--- config.mk ---
export PLATFORM = sky130hd
export DESIGN_NAME = cam_capture_scaler_flat
export DESIGN_NICKNAME = d
export VERILOG_FILES = /design/src/rtl/cam_pkg.sv /design/src/rtl/cam_capture_scaler_if.sv /design/src/rtl/cam_sync_edge.sv /design/src/rtl/cam_capture_scaler.sv /design/src/flat_wrapper.sv
export SDC_FILE = /design/constraint.sdc
export NUM_CORES = 1
export LEC_CHECK = 0
export ABC_AREA = 0
export BUFFER_PORTS_ARGS = -buffer_cell sky130_fd_sc_hd__buf_2
export CAP_MARGIN = 20
export CELL_PAD_IN_SITES_DETAIL_PLACEMENT = 0
export CELL_PAD_IN_SITES_GLOBAL_PLACEMENT = 1
export CORE_UTILIZATION = 42
export CTS_CLUSTER_DIAMETER = 120
export CTS_CLUSTER_SIZE = 30
export DETAILED_ROUTE_END_ITERATION = 16
export PLACE_DENSITY = 0.76
export SLEW_MARGIN = 5
export SYNTH_ARGS = -nofsm -noshare
export SYNTH_HDL_FRONTEND = slang
export SYNTH_SLANG_ARGS = --single-unit
--- constraint.sdc ---
create_clock -name clk -period 2.65 [get_ports clk]
set_input_delay 0.265 -clock clk [delete_from_list [all_inputs] [get_ports clk]]
set_output_delay 0.265 -clock clk [all_outputs]
set_load 0.02 [all_outputs]
--- src/rtl/cam_pkg.sv ---
// Shared definitions for the OV7670 capture/scaler: camera formats, RGB332 fields,
// capture FSM states and small pixel helpers.
package cam_pkg;

    localparam int unsigned CNT_W = 12;

    typedef enum logic [1:0] {
        MODE_RGB565 = 2'd0,
        MODE_RGB444 = 2'd1,
        MODE_YUYV   = 2'd2,
        MODE_RAW    = 2'd3
    } cam_mode_e;

    typedef enum logic [1:0] {
        ST_IDLE    = 2'd0,
        ST_ARM     = 2'd1,
        ST_CAPTURE = 2'd2,
        ST_DONE    = 2'd3
    } cam_state_e;

    localparam logic [7:0] RED_VGA   = 8'hE0;
    localparam logic [7:0] GREEN_VGA = 8'h1C;
    localparam logic [7:0] BLUE_VGA  = 8'h03;

    // Fold one camera byte pair into an RGB332 pixel.
    function automatic logic [7:0] to_rgb332(input cam_mode_e m, input logic [7:0] b0,
                                             input logic [7:0] b1);
        logic [7:0] px;
        case (m)
            MODE_RGB565: px = {b0[7:5], b0[2:0], b1[4:3]};
            MODE_RGB444: px = {b0[3:1], b1[7:5], b1[3:2]};
            MODE_YUYV:   px = {b0[7:5], b0[7:5], b0[7:6]};
            default:     px = b0;
        endcase
        return px & (RED_VGA | GREEN_VGA | BLUE_VGA);
    endfunction

    function automatic logic [CNT_W-1:0] sat_inc(input logic [CNT_W-1:0] v);
        return (&v) ? v : v + CNT_W'(1);
    endfunction

endpackage

--- src/rtl/cam_capture_scaler_if.sv ---
// Frame-buffer RAM write port driven by the capture block.
interface cam_capture_scaler_if #(
    parameter int unsigned AW = 15,
    parameter int unsigned DW = 8
);
    logic [AW-1:0] DP_RAM_addr_in;
    logic [DW-1:0] DP_RAM_data_in;
    logic          DP_RAM_regW;

    modport master (output DP_RAM_addr_in, output DP_RAM_data_in, output DP_RAM_regW);
    modport slave  (input  DP_RAM_addr_in, input  DP_RAM_data_in, input  DP_RAM_regW);
endinterface

--- src/rtl/cam_sync_edge.sv ---
// Two-flop synchroniser for an asynchronous camera line, plus an edge-detect stage.
module cam_sync_edge (
    input  logic clk,
    input  logic rst,
    input  logic d_i,
    output logic lvl_o,
    output logic rise_c,
    output logic fall_c
);
    logic [2:0] sh_q;

    always_ff @(posedge clk or negedge rst) begin
        if (!rst) sh_q <= '0;
        else      sh_q <= {sh_q[1:0], d_i};
    end

    assign lvl_o  = sh_q[1];
    assign rise_c = sh_q[1] & ~sh_q[2];
    assign fall_c = ~sh_q[1] & sh_q[2];
endmodule

--- src/rtl/cam_capture_scaler.sv ---
// OV7670 capture: oversampled camera bus, byte pairing, RGB332 conversion,
// power-of-two decimation and linear frame-buffer writes with capture control.
module cam_capture_scaler
    import cam_pkg::*;
#(
    parameter int unsigned CAM_SCREEN_X = 160,
    parameter int unsigned CAM_SCREEN_Y = 120,
    parameter int unsigned AW           = 15,
    parameter int unsigned DW           = 8,
    parameter int unsigned DEC_LOG2     = 2
) (
    input  logic       clk,
    input  logic       rst,
    input  logic       Pclk,
    input  logic       Href,
    input  logic       Vsync,
    input  logic [7:0] Datos,
    input  logic [1:0] mode,
    input  logic       cap_en,
    input  logic       single,
    cam_capture_scaler_if.master ram,
    output logic       frame_done,
    output logic       busy,
    output logic       line_err
);
    localparam logic [CNT_W-1:0] DEC_MASK = CNT_W'((32'd1 << DEC_LOG2) - 32'd1);

    logic pclk_lvl, pclk_rise, pclk_fall;
    logic href_lvl, href_rise, href_fall;
    logic vs_lvl, vs_rise, vs_fall;
    logic sync_unused;
    logic [7:0] dat_s1_q, dat_s2_q;

    cam_state_e       state_q, state_d;
    cam_mode_e        mode_q;
    logic             phase_q, hold_q;
    logic [7:0]       b0_q;
    logic [CNT_W-1:0] cam_col_q, cam_row_q;
    logic [CNT_W-1:0] col_w, row_w;
    logic             keep_c;
    logic [AW-1:0]    addr_q, addr_d;
    logic [DW-1:0]    data_q;
    logic             regw_q, frame_done_q, busy_q, line_err_q;

    cam_sync_edge u_pclk  (.clk(clk), .rst(rst), .d_i(Pclk),  .lvl_o(pclk_lvl), .rise_c(pclk_rise), .fall_c(pclk_fall));
    cam_sync_edge u_href  (.clk(clk), .rst(rst), .d_i(Href),  .lvl_o(href_lvl), .rise_c(href_rise), .fall_c(href_fall));
    cam_sync_edge u_vsync (.clk(clk), .rst(rst), .d_i(Vsync), .lvl_o(vs_lvl),   .rise_c(vs_rise),   .fall_c(vs_fall));

    assign sync_unused = &{pclk_lvl, pclk_fall, href_rise, vs_lvl};

    // Data bus shares the Pclk synchroniser depth so the byte lines up with its strobe.
    always_ff @(posedge clk or negedge rst) begin
        if (!rst) begin
            dat_s1_q <= '0;
            dat_s2_q <= '0;
        end else begin
            dat_s1_q <= Datos;
            dat_s2_q <= dat_s1_q;
        end
    end

    // Decimated position, keep/clip decision and the linear write address.
    always_comb begin
        col_w  = cam_col_q >> DEC_LOG2;
        row_w  = cam_row_q >> DEC_LOG2;
        keep_c = ((cam_col_q & DEC_MASK) == '0) && ((cam_row_q & DEC_MASK) == '0)
                 && (col_w < CNT_W'(CAM_SCREEN_X)) && (row_w < CNT_W'(CAM_SCREEN_Y));
        addr_d = AW'(row_w) * AW'(CAM_SCREEN_X) + AW'(col_w);
    end

    // A finished single shot holds in IDLE until cap_en is dropped and raised again.
    always_comb begin
        state_d = state_q;
        case (state_q)
            ST_IDLE:    if (cap_en && !hold_q) state_d = ST_ARM;
            ST_ARM:     if (!cap_en) state_d = ST_IDLE;
                        else if (vs_fall) state_d = ST_CAPTURE;
            ST_CAPTURE: if (vs_rise) state_d = ST_DONE;
            ST_DONE:    state_d = (cap_en && !single) ? ST_ARM : ST_IDLE;
            default:    state_d = ST_IDLE;
        endcase
    end

    always_ff @(posedge clk or negedge rst) begin
        if (!rst) begin
            state_q      <= ST_IDLE;
            mode_q       <= MODE_RGB565;
            phase_q      <= 1'b0;
            hold_q       <= 1'b0;
            b0_q         <= '0;
            cam_col_q    <= '0;
            cam_row_q    <= '0;
            addr_q       <= '0;
            data_q       <= '0;
            regw_q       <= 1'b0;
            frame_done_q <= 1'b0;
            busy_q       <= 1'b0;
            line_err_q   <= 1'b0;
        end else begin
            state_q      <= state_d;
            regw_q       <= 1'b0;
            frame_done_q <= (state_d == ST_DONE);
            busy_q       <= (state_d == ST_ARM) || (state_d == ST_CAPTURE);

            if (!cap_en)                  hold_q <= 1'b0;
            else if (state_q == ST_DONE)  hold_q <= 1'b1;

            if (state_d == ST_ARM && state_q != ST_ARM) begin
                mode_q     <= cam_mode_e'(mode);
                line_err_q <= 1'b0;
            end

            if (state_q == ST_ARM && state_d == ST_CAPTURE) begin
                cam_col_q <= '0;
                cam_row_q <= '0;
                phase_q   <= 1'b0;
            end else if (state_q == ST_CAPTURE) begin
                if (vs_rise) begin
                    phase_q <= 1'b0;
                end else if (href_fall) begin
                    cam_col_q <= '0;
                    cam_row_q <= sat_inc(cam_row_q);
                    if (phase_q) line_err_q <= 1'b1;
                    phase_q   <= 1'b0;
                end else if (pclk_rise && href_lvl) begin
                    if (!phase_q) begin
                        b0_q    <= dat_s2_q;
                        phase_q <= 1'b1;
                    end else begin
                        phase_q   <= 1'b0;
                        cam_col_q <= sat_inc(cam_col_q);
                        if (keep_c) begin
                            regw_q <= 1'b1;
                            addr_q <= addr_d;
                            data_q <= DW'(to_rgb332(mode_q, b0_q, dat_s2_q));
                        end
                    end
                end
            end
        end
    end

    assign ram.DP_RAM_addr_in = addr_q;
    assign ram.DP_RAM_data_in = data_q;
    assign ram.DP_RAM_regW    = regw_q;
    assign frame_done         = frame_done_q;
    assign busy               = busy_q;
    assign line_err           = line_err_q;
endmodule

--- src/flat_wrapper.sv ---
// flat-port wrapper written by rule: the top's interface ports become plain ports
module cam_capture_scaler_flat import cam_pkg::*;
#(
    parameter int unsigned CAM_SCREEN_X = 160,
    parameter int unsigned CAM_SCREEN_Y = 120,
    parameter int unsigned AW           = 15,
    parameter int unsigned DW           = 8,
    parameter int unsigned DEC_LOG2     = 2
)
  (clk, rst, Pclk, Href, Vsync, Datos, mode, cap_en, single, frame_done, busy, line_err, ram_DP_RAM_addr_in, ram_DP_RAM_data_in, ram_DP_RAM_regW);
  cam_capture_scaler_if #(.AW(AW), .DW(DW)) ram_i ();
  input  logic clk;
  input  logic rst;
  input  logic Pclk;
  input  logic Href;
  input  logic Vsync;
  input  logic [7:0] Datos;
  input  logic [1:0] mode;
  input  logic cap_en;
  input  logic single;
  output logic frame_done;
  output logic busy;
  output logic line_err;
  output wire logic [$bits(ram_i.DP_RAM_addr_in)-1:0] ram_DP_RAM_addr_in;
  output wire logic [$bits(ram_i.DP_RAM_data_in)-1:0] ram_DP_RAM_data_in;
  output wire logic [$bits(ram_i.DP_RAM_regW)-1:0] ram_DP_RAM_regW;
  assign ram_DP_RAM_addr_in = ram_i.DP_RAM_addr_in;
  assign ram_DP_RAM_data_in = ram_i.DP_RAM_data_in;
  assign ram_DP_RAM_regW = ram_i.DP_RAM_regW;
  cam_capture_scaler #(.CAM_SCREEN_X(CAM_SCREEN_X), .CAM_SCREEN_Y(CAM_SCREEN_Y), .AW(AW), .DW(DW), .DEC_LOG2(DEC_LOG2)) u_core (.clk(clk), .rst(rst), .Pclk(Pclk), .Href(Href), .Vsync(Vsync), .Datos(Datos), .mode(mode), .cap_en(cap_en), .single(single), .ram(ram_i), .frame_done(frame_done), .busy(busy), .line_err(line_err));
endmodule
# Yosys cells after proc, flatten, opt, wreduce, memory -nomap -nowiden

Cells that the tools add are included.

Register bits after elaboration: 90
Output and inout bits: 27
Logic and storage cells: 116

$add $sub $neg: 3
$mul: 1
Order comparisons: 2
Eq/ne operators: 13
Mux-type cells: 40
Bitwise operators: 12
Reductions and logical operators: 27

Operator list:

| operator              | number |
|---|---|
| $mux 12               | 12 |
| $add 12x1->12 const B | 2 |
| $logic_not 12->1      | 2 |
| $pmux 8 s3            | 1 |
| $reduce_and 12->1     | 2 |
| $mux 1                | 22 |
| $add 15x10->15        | 1 |
| $eq 2x2->1 const B    | 5 |
| $lt 10x7->1 const B   | 1 |
| $lt 10x8->1 const B   | 1 |
| $mul 10x3->10 const B | 1 |
| $logic_and 1x1->1     | 8 |
| $mux 2                | 4 |
| $ne 2x1->1 const B    | 4 |
| $not 1->1             | 8 |
| $pmux 2 s4            | 1 |
| $reduce_and 7->1      | 1 |
| $eq 2x1->1 const B    | 3 |
| $reduce_and 6->1      | 1 |
| $reduce_bool 3->1     | 2 |
| $reduce_and 5->1      | 1 |
| $and 1x1->1           | 4 |
| $logic_not 2->1       | 2 |
| $reduce_and 4->1      | 1 |
| other kinds (6)       | 8 |

# Logic depth before layout (Yosys ltp)

Gate-level depths: netlist of run 1.

Depth after elaboration: 13
Mapped depth: 11
Mapped depth without buffers: 11

# By module

Synthesis of run 1 repeated with hierarchy kept, for this count alone.

Cells, all modules: 377
Area, all modules: 4,435.5 sq um

Modules (own cells, without submodules):

| module             | instances | cells an instance | area an instance (sq um) |
|---|---|---|---|
| cam_capture_scaler | 1         | 362               | 4,165.2 |
| cam_sync_edge      | 3         | 5                 | 90.1 |

# Worst setup path before layout of run 1

Ideal clock, no wire load.

Path type: flip-flop to flip-flop
Start: register u_core.cam_row_q[5]
End: register u_core.addr_q[11] (netlist: u_core.ram.DP_RAM_addr_in[11])
Data arrival time: 2,411 ps
Data required time: 2,567 ps
Setup slack: 156 ps
Cell stages (with the launch flop): 11
Period minus slack after synthesis: 2,494 ps
Path through: dfrtp_1 -> ha_1 -> ha_1 -> inv_1 -> fa_1 -> inv_1 -> ha_1 -> a21boi_0 -> o21ai_0 -> xor2_1 -> o21ai_0

Longest elaborated chain between the ends: 3
Elaborated cells on any way between the ends: 5

RTL lines:

| item                                                                   | line                      | text |
|---|---|---|
| from (decl)                                                            | cam_capture_scaler.sv:38  | `logic [CNT_W-1:0] cam_col_q, cam_row_q;` |
| from (signal assigned)                                                 | cam_capture_scaler.sv:122 | `cam_row_q <= sat_inc(cam_row_q);` |
| parallel branches: the longest is 3 deep, another holds $add 15x10->15 | n/a                       |  |
| to (signal assigned)                                                   | cam_capture_scaler.sv:134 | `addr_q <= addr_d;` |
| to (decl)                                                              | cam_capture_scaler.sv:41  | `logic [AW-1:0] addr_q, addr_d;` |

Parallel ways; which one is timed is not known.
A chain may end at the register's enable or synchronous reset.

# Worst setup path after layout of run 1

Start: register u_core.cam_row_q[5]
End: register u_core.addr_q[14] (netlist: u_core.ram.DP_RAM_addr_in[14])

Same word-level chain as after synthesis.

==> flow_summary.yaml, run 1 <==
global_route:
  groute.usage.overall: 0.169
  grt_pass1_vias: 3034
  gr-total-overflow: 0
  antenna_found_initial: 0
  grt_pass1_wl_mm: 14.6
  grt_max_degree: 54
cts:
  cts_num_sinks: 90
  worstSkewPairLatency_ns: 0.37
  cts_tree: "done"
  numCtsBuffers: 9
  htreeDepth: 3
  cts_root_buf: "clkbuf_8"
  clk_pin_slew_ns: 0.10
  cts_buffer_depth: 2
final_layout:
  nets: 512
  layout-drive-gt1-share: 0.228
  final_cell_mix: "89 x dfrtp_1, 47 x nand2_1, 42 x buf_2"
  area_growth_pct: 19.1
  layout_commonest_cell: "dfrtp_1"
  antenna_cells: 0
  final_util: 0.526
placement:
  dp_hpwl_mm: 6.11
  post-place-ws_ns: 0.00132
  io_buffers: 43
  routabilityCongestion: 0.803
critical_path:
  reg2regPathDepth: 10
  cp-end-kind: "flop"
  crit_path_start_kind: "flop"
  cp_data_required_time_ns: 2.96
  path_max_fanout: 4
  critPathKind: "flop to flop"
  cp_data_arrival_time_ns: 2.84
yosys:
  syn_inst: 398
  ys_seq_area_frac: 0.512
  synth_top_flop_cell: "dfrtp_1"
  netlist.top_cell.by_area: "dfrtp_1"
  yosysWarnings: 0
  synth.avg_cell_area_um2: 11.0
  yosysUniqueCellTypes: 59
  yosysTopAreaCellShare: 0.512
  synth_nets: 442
  synth_area_um2: 4400
  ys_ff_latch: 90
  synth.top_cells.by_area: "dfrtp_1 51%, ha_1 7.1%, nand2_1 4.1%, xnor2_1 3.8%, mux2_2 3.6%"
  synth_edf_count: 0
  synthArstFlopShare: 1.00
timing:
  relSlewSlack: 0.507
  tightest_slew_ns: 0.735
  final-setup-viol-count: 0
  hold_viol: 0
  period_needed_ns: 2.53
  fmax_ghz: 0.395
  layout_setup_ws_ns: 0.118
  finalMaxSlewViolations: 0
  whs_ns: 0.137
  fin_skew_ns: 0.00798
  fin_crit_sh: 0.955
min_path:
  hold_depth: 2
  min_path_type: "primary input to flop"
detailed_routing:
  drtAntennaViolNets: 0
  drt_iter0_drc: 79
  drc: 0
  dr.pass1.iters: 4
  routed_wl_mm: 8.39
  vias: 3013
  via_per_inst: 4.97
  wl_per_cell_um: 13.9
floorplan:
  dieArea_um2: 10900
  die_w_um: 104
  ios: 44
  core_um2: 9950
  start_util: 0.442
  rows: 36
  die_height_um: 104
power:
  p_per_area_nw_per_um2: 768
  ir_drop_mv: 0.367
  p_leak_nw: 2.53
status:
  outcome: "completed"
job:
  drv_cap: 0
==> through the flow <==
step | area [um^2] | total power, mW | setup TNS, ns | std cells
6_report | 5240 | 4.02 | 0 | 606
5_1_grt | 5240 | 4.31 | -0.00115 | 606
4_1_cts | 5170 | 4.04 | 0 | 605
3_5_place_dp | 4830 | 2.99 | 0 | 577
3_3_place_gp | 4830 | 2.95 | 0 | 577
2_1_floorplan | 4400 | 2.61 | 0 | 398
==> kinds of logic after synthesis <==
family	share of synthesized area
multiplexers	0.0763
AND/OR/NAND/NOR	0.169
XOR/XNOR	0.0578
AO/OA/AOI/OAI	0.0740
adder cells (fa/ha/maj)	0.0803
flip-flops	0.512
buffers and inverters	0.0302
==> metal layers <==
metal / track usage / share of wire
met1: 0.236 / 0.50
met5: 0 / 0
met4: 0.0551 / 0.013
met3: 0.0345 / 0.032
met2: 0.262 / 0.46
==> path summary, 6_finish.rpt <==
| kind | startpoint | endpoint | slack [ns] |
|---|---|---|---|
| max in group asynchronous | rst | u_core.ram.DP_RAM_data_in[3]$_DFFE_PN0P_ | 1.59 |
| worst max-delay path | u_core.cam_row_q[5]$_DFFE_PN0P_ | u_core.ram.DP_RAM_addr_in[14]$_DFFE_PN0P_ | 0.12 |
| worst max register to register | u_core.cam_row_q[5]$_DFFE_PN0P_ | u_core.ram.DP_RAM_addr_in[14]$_DFFE_PN0P_ | 0.12 |
| min in group asynchronous | rst | u_core.cam_row_q[8]$_DFFE_PN0P_ | 0.40 |
| worst min register to register | u_core.dat_s1_q[1]$_DFF_PN0_ | u_core.dat_s2_q[1]$_DFF_PN0_ | 0.36 |
| worst min-delay path | mode[0] | u_core.mode_q[0]$_DFFE_PN0P_ | 0.14 |
==> synth_stat cells (3+ instances only) <==
master / instances
nand4b_1: 3
nor4_1: 4
mux2i_1: 5
or3_1: 5
o21ai_0: 19
xor2_1: 10
xnor2_1: 19
inv_1: 23
nor2b_1: 5
ha_1: 25
mux4_2: 5
nor3_1: 8
and2_1: 3
nor2_1: 30
nand3_1: 11
clkbuf_1: 5
a21oi_1: 8
nand2b_1: 4
mux2_2: 14
dfrtp_1: 90
nand4_1: 4
nand2_1: 48
nor3b_1: 3
==> area by class of cell <==
cell class | instances | area (um^2)
Sequential cell | 90 | 2250
Timing Repair Buffer | 67 | 440
Fill cell | 907 | 4720
Tap cell | 133 | 166
Clock buffer | 9 | 124
Clock inverter | 7 | 95.1
Multi-Input combinational cell | 277 | 2070
Inverter | 23 | 86.3
==> registers in the layout, summed over array words and instances (netlist names), 2 cells and up <==
signal,cells
u_core.ram.DP_RAM_addr_in,15
u_core.cam_col_q,12
u_core.cam_row_q,12
u_core.b0_q,8
u_core.dat_s1_q,8
u_core.dat_s2_q,8
u_core.ram.DP_RAM_data_in,8
u_core.u_href.sh_q,3
u_core.u_pclk.sh_q,3
u_core.u_vsync.sh_q,3
u_core.mode_q,2
u_core.state_q,2
==> worst max-delay path, cell delays in order (launching register included) <==
cell and delay (ns):
dfrtp_1 0.41, ha_1 0.28, ha_1 0.17, inv_1 0.06
fa_1 0.48, inv_1 0.04, ha_1 0.32, o21a_1 0.21
and2_1 0.18, a211o_1 0.25, nand3_1 0.07
==> timing repair <==
item	in CTS	in global routing
hold endpoints to repair	48	0
hold buffers	12	0
setup endpoints to repair	3	12
buffers inserted	0	1
pin swaps	0	2
resized for setup	2	13
==> power by group <==
group | switching [mW] | internal, mW | total (mW)
clock network | 0.549 | 0.465 | 1.01
registers | 0.203 | 1.55 | 1.76
logic | 0.629 | 0.624 | 1.25
Power figures use the tool's default switching activity.
==> inputs of run 2 (changes only) <==
Settings changed: REMOVE_ABC_BUFFERS set to 1.
==> run 2 against run 1 <==
Maximum frequency decreased by 0.95%. Highest routed layer unchanged. Non-clock buffer count increased by 2. Power decreased by 1.8%. First-iteration DRC count increased by 27%. Largest cell class unchanged. Critical endpoint unchanged. Global-route usage decreased by 0.53 points. Setup slack got worse by 0.024 ns.
==> flow_summary.yaml, run 2 (synthesized netlist as in run 1, its figures left out) <==
timing:
  relSlewSlack: 0.544
  layout_setup_ws_ns: 0.0940
  fin_crit_sh: 0.965
  finalMaxSlewViolations: 0
  tightest_slew_ns: 0.680
  fmax_ghz: 0.391
  final-setup-viol-count: 0
  period_needed_ns: 2.56
  hold_viol: 0
  fin_skew_ns: 0.00870
floorplan:
  dieArea_um2: 10900
  rows: 36
  core_um2: 9950
  ios: 44
  die_w_um: 104
  start_util: 0.442
  die_height_um: 104
power:
  p_leak_nw: 2.54
  p_per_area_nw_per_um2: 752
  finalPower_mw: 3.95
  ir_drop_mv: 0.378
cts:
  htreeDepth: 3
  numCtsBuffers: 9
  worstSkewPairLatency_ns: 0.37
  cts_root_buf: "clkbuf_8"
  cts_tree: "done"
  clk_pin_slew_ns: 0.10
  cts_num_sinks: 90
  cts_buffer_depth: 2
critical_path:
  cp_data_arrival_time_ns: 2.81
  crit_path_start_kind: "flop"
  cp-end-kind: "flop"
  critPathKind: "flop to flop"
  cp_data_required_time_ns: 2.91
  path_max_fanout: 5
status:
  outcome: "completed"
detailed_routing:
  wl_per_cell_um: 13.4
  met1Wirelength_mm: 3.91
  via_per_inst: 4.99
  vias: 3036
  dr.pass1.iters: 4
  wl_met2_mm: 3.79
  drtAntennaViolNets: 0
  wl_met3_um: 322
  drc: 0
  top_layer: "met4"
  drt_iter0_drc: 100
  routed_wl_mm: 8.16
final_layout:
  final_cell_mix: "89 x dfrtp_1, 47 x nand2_1, 42 x buf_2"
  largest_reg_flops: 15
  layout_commonest_cell: "dfrtp_1"
  area_growth_pct: 19.4
  antenna_cells: 0
  layout-drive-gt1-share: 0.234
  fin_cells: 608
  nets: 514
  fillers: 894
job:
  drv_cap: 0
global_route:
  gr-total-overflow: 0
  groute.usage.overall: 0.164
  antenna_found_initial: 0
  grt_pass1_wl_mm: 14.1
  grt_max_degree: 49
  grt_pass1_vias: 2921
min_path:
  min_path_type: "primary input to flop"
placement:
  io_buffers: 43
  routabilityCongestion: 0.788
  dp.cells: 578
  post-place-ws_ns: 0.0279
  dp_hpwl_mm: 5.80
## run 2: cell count changes in the layout (fill, tap and decap cells not counted), sizes merged
cell    previous run  this run
buf               55        57
bufinv             1         0
clkinv             2         3
## run 2: stage by stage
stage / cell area, um^2 / utilization / setup TNS [ns] / hold WS (ns)
global route: 5250 / 0.528 / -0.0971 / 0.122
floorplan: 4350 / - / 0 / -0.0306
finish: 5250 / 0.528 / 0 / 0.131
detailed placement: 4840 / 0.486 / 0 / 0.298
global placement: 4840 / 0.486 / 0 / 0.293
CTS: 5170 / 0.519 / 0 / 0.113
## run 2: repair_timing
action,4_1_cts,5_1_grt
buffers inserted,0,2
gates resized for setup,1,13
setup endpoints to repair,1,14
hold endpoints to repair,53,0
pin swaps,0,4
hold buffers,12,0
gates cloned,0,0
## run 2: final cells by class
class | count | area (um^2) | share of cell area
timing repair buffer | 69 | 455 | 0.0867
clock buffer | 9 | 124 | 0.0236
sequential | 90 | 2250 | 0.429
clock inverter | 7 | 83.8 | 0.0160
multi-input combinational | 277 | 2080 | 0.396
inverter | 23 | 86.3 | 0.0164
tap | 133 | 166 | 0.0317
## run 2: routing by layer
metal,GRT usage,vias up
met3,0.0313,11
li1,-,1524
met1,0.223,1438
met4,0.0663,0
met2,0.255,63
met5,0,-
## run 2: path summary, 6_finish.rpt
path / to / from / slack, ns / cells after the start
max: u_core.ram.DP_RAM_addr_in[14]$_DFFE_PN0P_ / u_core.cam_row_q[7]$_DFFE_PN0P_ / 0.09 / 8
min: u_core.mode_q[1]$_DFFE_PN0P_ / mode[1] / 0.13 / 2
max reg2reg: u_core.ram.DP_RAM_addr_in[14]$_DFFE_PN0P_ / u_core.cam_row_q[7]$_DFFE_PN0P_ / 0.09 / 8
min reg2reg: u_core.u_pclk.sh_q[1]$_DFF_PN0_ / u_core.u_pclk.sh_q[0]$_DFF_PN0_ / 0.35 / 0
max in group asynchronous: u_core.ram.DP_RAM_data_in[6]$_DFFE_PN0P_ / rst / 1.59 / 3
min in group asynchronous: u_core.ram.DP_RAM_addr_in[12]$_DFFE_PN0P_ / rst / 0.42 / 2
## run 2: where the power goes
group / total (mW) / switching, mW / internal (mW)
registers: 1.75 / 0.196 / 1.56
clock network: 0.940 / 0.560 / 0.381
logic: 1.26 / 0.624 / 0.635
total: 3.95 / 1.38 / 2.57
## run 2: critical path, stage by stage (launching register included)
cell and delay [ns]:
dfrtp_2 0.47, ha_1 0.29, ha_1 0.36, o21ai_0 0.13, or4b_1 0.48, o2111a_1 0.19, nor4b_2 0.29, a211o_1 0.17
nand3_1 0.07
